`src/rtl/rvga_membus_arbiter.sv`:
```
// Two-to-one round-robin arbiter sharing one memory port between the
// instruction-side and data-side buses, with optional response timeout.
module rvga_membus_arbiter #(
   parameter int addr_width     = 32,
   parameter int data_width     = 32,
   parameter int timeout_cycles = 0
) (
   input  logic                  clk_i,
   input  logic                  rst_i,
   input  logic [addr_width-1:0] i_addr_i,
   input  logic                  i_read_i,
   output logic [data_width-1:0] i_rdata_o,
   output logic                  i_resp_o,
   input  logic [addr_width-1:0] d_addr_i,
   input  logic                  d_read_i,
   input  logic                  d_write_i,
   input  logic [data_width-1:0] d_wdata_i,
   output logic [data_width-1:0] d_rdata_o,
   output logic                  d_resp_o,
   output logic [addr_width-1:0] mem_addr_o,
   output logic                  mem_read_o,
   output logic                  mem_write_o,
   output logic [data_width-1:0] mem_wdata_o,
   input  logic [data_width-1:0] mem_rdata_i,
   input  logic                  mem_resp_i,
   output logic                  timeout_err_o
);

   localparam int CW = (timeout_cycles < 1) ? 1 : $clog2(timeout_cycles + 1);

   typedef enum logic [1:0] {IDLE, GNT_I, GNT_D} state_t;

   state_t          r_state, w_next;
   logic            r_last_d;
   logic [CW-1:0]   r_cnt;
   logic            r_err;
   logic            w_req_i, w_req_d, w_tmo, w_done;

   assign w_req_i = i_read_i;
   assign w_req_d = d_read_i | d_write_i;

   // A real response in the same cycle as the limit takes precedence.
   assign w_tmo  = (timeout_cycles > 0) && (r_state != IDLE) && !mem_resp_i &&
                   (r_cnt == CW'(timeout_cycles));
   assign w_done = (r_state != IDLE) && (mem_resp_i || w_tmo);

   assign i_rdata_o     = mem_rdata_i;
   assign d_rdata_o     = mem_rdata_i;
   assign timeout_err_o = r_err;

   always_comb begin
      w_next      = r_state;
      mem_addr_o  = '0;
      mem_wdata_o = '0;
      mem_read_o  = 1'b0;
      mem_write_o = 1'b0;
      i_resp_o    = 1'b0;
      d_resp_o    = 1'b0;
      case (r_state)
         IDLE: begin
            if (w_req_i && w_req_d) w_next = r_last_d ? GNT_I : GNT_D;
            else if (w_req_i)       w_next = GNT_I;
            else if (w_req_d)       w_next = GNT_D;
         end
         GNT_I: begin
            mem_addr_o = i_addr_i;
            mem_read_o = 1'b1;
            i_resp_o   = mem_resp_i || w_tmo;
            if (w_done) w_next = IDLE;
         end
         GNT_D: begin
            mem_addr_o  = d_addr_i;
            mem_wdata_o = d_wdata_i;
            mem_write_o = d_write_i;
            mem_read_o  = !d_write_i;
            d_resp_o    = mem_resp_i || w_tmo;
            if (w_done) w_next = IDLE;
         end
         default: w_next = IDLE;
      endcase
      // Keep the port quiet while reset is held, whatever the state register holds.
      if (rst_i) begin
         mem_read_o  = 1'b0;
         mem_write_o = 1'b0;
         i_resp_o    = 1'b0;
         d_resp_o    = 1'b0;
      end
   end

   always_ff @(posedge clk_i) begin
      if (rst_i) begin
         r_state  <= IDLE;
         r_last_d <= 1'b0;
         r_cnt    <= '0;
         r_err    <= 1'b0;
      end else begin
         r_state <= w_next;
         if (r_state == IDLE)                     r_cnt <= '0;
         else if (!mem_resp_i && (r_cnt != '1))   r_cnt <= r_cnt + CW'(1);
         if (w_done) r_last_d <= (r_state == GNT_D);
         if (w_tmo)  r_err    <= 1'b1;
      end
   end

endmodule

```
`config.mk`:
```
export PLATFORM = sky130hd
export DESIGN_NAME = rvga_membus_arbiter
export DESIGN_NICKNAME = d
export VERILOG_FILES = /design/src/rtl/rvga_membus_arbiter.sv
export SDC_FILE = /design/constraint.sdc
export NUM_CORES = 1
export LEC_CHECK = 0
export BUFFER_PORTS_ARGS = -buffer_cell sky130_fd_sc_hd__buf_2
export CAP_MARGIN = 20
export CORE_AREA = 10 10 95 97
export CTS_BUF_LIST = sky130_fd_sc_hd__clkbuf_2 sky130_fd_sc_hd__clkbuf_4 sky130_fd_sc_hd__clkbuf_8
export DETAILED_ROUTE_END_ITERATION = 10
export DIE_AREA = 0 0 105 107
export PLACE_DENSITY_LB_ADDON = 0.05
export SYNTH_ARGS = -nofsm -noshare
export SYNTH_HDL_FRONTEND = slang
export SYNTH_SLANG_ARGS = --single-unit
```
`constraint.sdc`:
```
create_clock -name clk_i -period 1.69 [get_ports clk_i]
set_clock_uncertainty 0.1 [all_clocks]
set_input_delay 0.338 -clock clk_i [delete_from_list [all_inputs] [get_ports clk_i]]
set_output_delay 0.338 -clock clk_i [all_outputs]
set_load 0.005 [all_outputs]
```
After elaboration in Yosys (flattened, before gate mapping)
Cells that the tools add are included. W data, S select, Z words.

Memories: 0. Latch bits: 0. RAM bits: 0. ROM bits: 0. Register bits after elaboration: 3. Logic and storage cells: 30.

Magnitude comparators: 0. Eq/ne operators: 4. Mux-type cells: 16. Shift operators: 0. Div/mod/pow operators: 0. Reductions and logical operators: 7. Add/subtract/negate cells: 0. $mul: 0. Bitwise operators: 1.

Operators with widths (number): $pmux W32 S2 (1); $mux W32 (1); $mux W2 (5); $mux W1 (7); $ne A4 B4 Y1 const B (1); $pmux W2 S2 (1); $eq A2 B1 Y1 const B (1); $eq A2 B2 Y1 const B (1); $logic_and A1 B1 Y1 (2); $logic_not A2 Y1 (1); $ne A2 B1 Y1 const B (1); $pmux W1 S2 (1); $reduce_and A2 Y1 (1); $reduce_bool A2 Y1 (1); $reduce_or A2 Y1 (1); $logic_not A1 Y1 (1); $or A1 B1 Y1 (1).

Longest topological paths before layout
Depth in word-level cells: 5. Depth in mapped cells: 6. Mapped depth without buffers: 5.

Worst setup path after synthesis
OpenSTA, ideal clock, no wires.

Path kind: register to output. Start: reg r_state[1]. End: out mem_addr_o[10]. Cell stages (with the launch flop): 5. Setup slack: 0.156 ns. Arrival time: 1.096 ns. Cell sequence: dfxtp_1 > inv_1 > ha_1 > clkbuf_2 > nor2b_1.

Word-level cells in the longest chain between the ends: 2. Elaborated cells between the ends (all ways): 3. Those cells by class: eq/ne: 2; mux: 1.

RTL lines: start: declaration (RTL line 33) `state_t r_state, w_next;`; start signal: assignment (RTL line 97) `r_state <= w_next;`; $eq A2 B2 Y1 / $eq A2 B1 Y1 (equally long branches) (RTL line 59) `case (r_state)`; $pmux W32 S2 (*) (RTL line 59); end: declaration (RTL line 20) `output logic [addr_width-1:0] mem_addr_o,`.

Every way passes the cells marked *; elsewhere a longest branch is shown, timed or not.

Final worst setup path
Start: reg r_state[0]. End: out mem_addr_o[28].

The elaborated chain is that of the path after synthesis.

==> key figures <==
Status
  • Status: finished, violations left
  • Violated checks: negative setup slack

CTS
  • Clock latency on the worst-skew pair: around 0.21 ns
  • Clock Path Buffers: 2
  • Clk slew on worst S/H paths: around 0.030 ns
  • Clock root cell: clkbuf_8
  • CTS H-Tree Depth: 1
  • TritonCTS buffer count: 3
  • TritonCTS clock tree: done
  • Clk sinks: 3

Power
  • P_int: 1.40 mW
  • Leak: about 1.3 nW
  • Clock share of power: 0.099
  • Post-layout power: between 2 and 2.5 mW
  • PD cells: about 850 nW/µm²
  • Psw: between 0.7 and 0.8 mW
  • Flop pwr share: 0.050
  • Net Sw Frac: 0.363
  • Comb pwr share: 0.850
  • Max IR drop VDD: around 0.00043 V

Logic synthesis
  • Post-Syn Instances: ~210
  • Yosys top cell area share: 0.347
  • Post-synthesis sequential area ratio: 0.0408
  • Top cells by count, synth: 68 x buf_4, 32 x a22oi_1, 32 x and2_1, 32 x nor2b_1
  • Top post-synthesis cells by area: buf_4 35%, a22oi_1 16%, and2_1 14%
  • Post-synth EDFFs: 0
  • Mean area per synthesized cell: between 7 and 8 µm²
  • Count leader, synth: buf_4
  • Synth warnings: 0
  • Main flop type after synthesis: dfxtp_1
  • Number of synthesized register bits: 3
  • Async SR Flop Fraction: 0
  • Yosys cell types: 23
  • Yosys top cell by area: buf_4
  • Syn_nets: between 300 and 400
  • Cell area after synthesis: about 1500 µm²

Final layout
  • Nets: between 400 and 500
  • Layout area overhead: 76.1%
  • Layout cells sized above 1: 0.822
  • # diodes: 0

Critical path
  • Critical Path AT: about 1.4 ns
  • Cell family with the largest share of critical-path delay: flip-flops
  • Critical Path Sink Type: primary output
  • R2r endpoint: r_state[1]$_SDFFE_PP0P_
  • R2R Setup Slk: roughly 0.28 ns
  • Critical path launch point type: flip-flop
  • Kind of critical path: flip-flop to primary output
  • WP data required: between 1 and 1.5 ns
  • CP max FO: 14
  • Cell chain of the critical path: inv_6, ha_4, buf_12, a22oi_2, nor2b_4, buf_6
  • WP buf/inv: 3
  • Reg2Reg Depth: 6
  • CP peak stage delay: 0.37 ns
  • Slowest CP cell: dfxtp_4
  • Reg2reg start: r_state[0]$_SDFFE_PP0P_

Detailed routing
  • Wire length per cell: roughly 19 µm
  • Post-DR vias/cell: between 4 and 5
  • DR vias: around 1,700
  • Initial DRC count: 34
  • Post-route ant nets: 0
  • First-pass iteration count of the detailed router: 4
  • Final WL: 7.72 mm
  • DRC errors left: 0

Global routing
  • First-pass GRT wire length: approximately 11 mm
  • Largest net degree at the start of global routing: 28
  • Tot GR Track Use: 0.124
  • GRT Residual Overflow: 0
  • Initial antenna violation count: 0
  • Vias in the first global route: ~1,700

STA
  • Fmax: roughly 550 MHz
  • Final Cycle Share: 1.07
  • Setup ws final: -0.112 ns
  • Final Hold Violating Endpoints: 0
  • Final TNS setup: -3.13 ns
  • Final Slew Violations: 0
  • Endpoints failing setup: 66
  • Tmin final: between 1.5 and 2 ns
  • RSZ-0062 raised after global routing: yes

Floorplan
  • Die width: about 110 µm
  • Die Y: between 100 and 150 µm
  • Core area: 7140 µm²
  • FP Rows: 31
  • Initial Util: 0.206
  • Die area: 11,200 µm²
  • # IOs: between 200 and 300

Run
  • Max Cap Violations: 0

Worst hold path
  • Hold_sp: rst_i
  • WHS Endpoint: r_last_d$_SDFFE_PP0P_
  • Min-Delay Path Class: input port to flip-flop
  • Hold Path Depth: 2

Place
  • Dpl hpwl: about 6.5 mm
  • Global placer's final weighted congestion: about 0.69
  • PortBufs: around 170
-- final cells by class --
type                            instances  area, µm²
Fill cell                             788       4540
Inverter                                5       26.3
Multi-Input combinational cell        119       1080
Clock buffer                            4       48.8
Sequential cell                         3       67.6
Tap cell                               99        124
Timing Repair Buffer                  183       1240
-- power groups by stage --
| stage | registers, mW | clock network (mW) | logic, mW |
|---|---|---|---|
| CTS | 0.111 | 0.225 | 1.59 |
| detailed placement | 0.0937 | 0 | 1.27 |
| global route | 0.113 | 0.232 | 2.02 |
| finish | 0.111 | 0.218 | 1.87 |
| floorplan | 0.0932 | 0 | 0.821 |
| global placement | 0.0957 | 0 | 1.28 |
-- layout by cell type, fill, tap and decap left out, types with 3 or more instances in the layout --
| cell | netlist | routed |
|---|---|---|
| buf_2 | 5 | 136 |
| nor2b_1 | 32 | 26 |
| and2_4 | 0 | 30 |
| buf_12 | 0 | 3 |
| a22oi_2 | 0 | 21 |
| nand2_1 | 4 | 4 |
| nor2b_2 | 1 | 5 |
| buf_6 | 4 | 41 |
| ha_4 | 0 | 4 |
| a22oi_1 | 32 | 11 |
| clkbuf_8 | 0 | 3 |
| inv_1 | 5 | 3 |
-- how the worst max path moves through the flow --
stage                            startpoint  cells past startpoint        endpoint  slack, ns
floorplan           r_state[1]$_SDFFE_PP0P_                      4  mem_addr_o[10]       0.16
global placement    r_state[1]$_SDFFE_PP0P_                      6  mem_addr_o[21]      -0.03
detailed placement  r_state[0]$_SDFFE_PP0P_                      5  mem_addr_o[16]     -0.005
CTS                 r_state[0]$_SDFFE_PP0P_                      6  mem_addr_o[28]      -0.11
global route        r_state[0]$_SDFFE_PP0P_                      6   mem_addr_o[1]      -0.18
finish              r_state[0]$_SDFFE_PP0P_                      6  mem_addr_o[28]      -0.11
-- metal layers --
layer  share of wire  vias to the layer above  track usage
met2            0.62                       53        0.262
met3           0.052                       20       0.0204
met4           0.012                        0       0.0245
met5               0                        -            0
met1            0.31                      767        0.121
li1                -                      834            -
-- repair_timing --
item,4_1_cts,5_1_grt
setup endpoints to repair,68,67
cloned,3,0
hold buffers,0,0
pin swaps,1,4
buffers inserted,0,0
resized for setup,58,67
-- flip-flops by register name (all words and copies together), names as in the netlist --
| name | count |
|---|---|
| r_last_d | 1 |
| r_state | 2 |
-- cell families (layout without fill, tap and decap cells) --
logic type / after synthesis / after routing / share of synthesized area
buf+inv: 83 / 192 / 0.410
simple gates: 76 / 76 / 0.319
compound gates: 38 / 38 / 0.193
fa+ha+maj: 4 / 4 / 0.0340
flops: 3 / 3 / 0.0408
other cells: 1 / 1 / 0.00255
-- stage by stage --
step	setup WS [ns]	cell area [µm²]	utilization	hold slack (ns)	std cells
floorplan	0.156	1470	-	0.307	205
global placement	-0.0328	1960	0.275	0.384	406
detailed placement	-0.00464	1960	0.275	0.377	406
CTS	-0.115	2290	0.321	0.276	413
global route	-0.177	2590	0.363	0.297	413
finish	-0.112	2590	0.363	0.277	413
(Power assumes the default switching activity.)
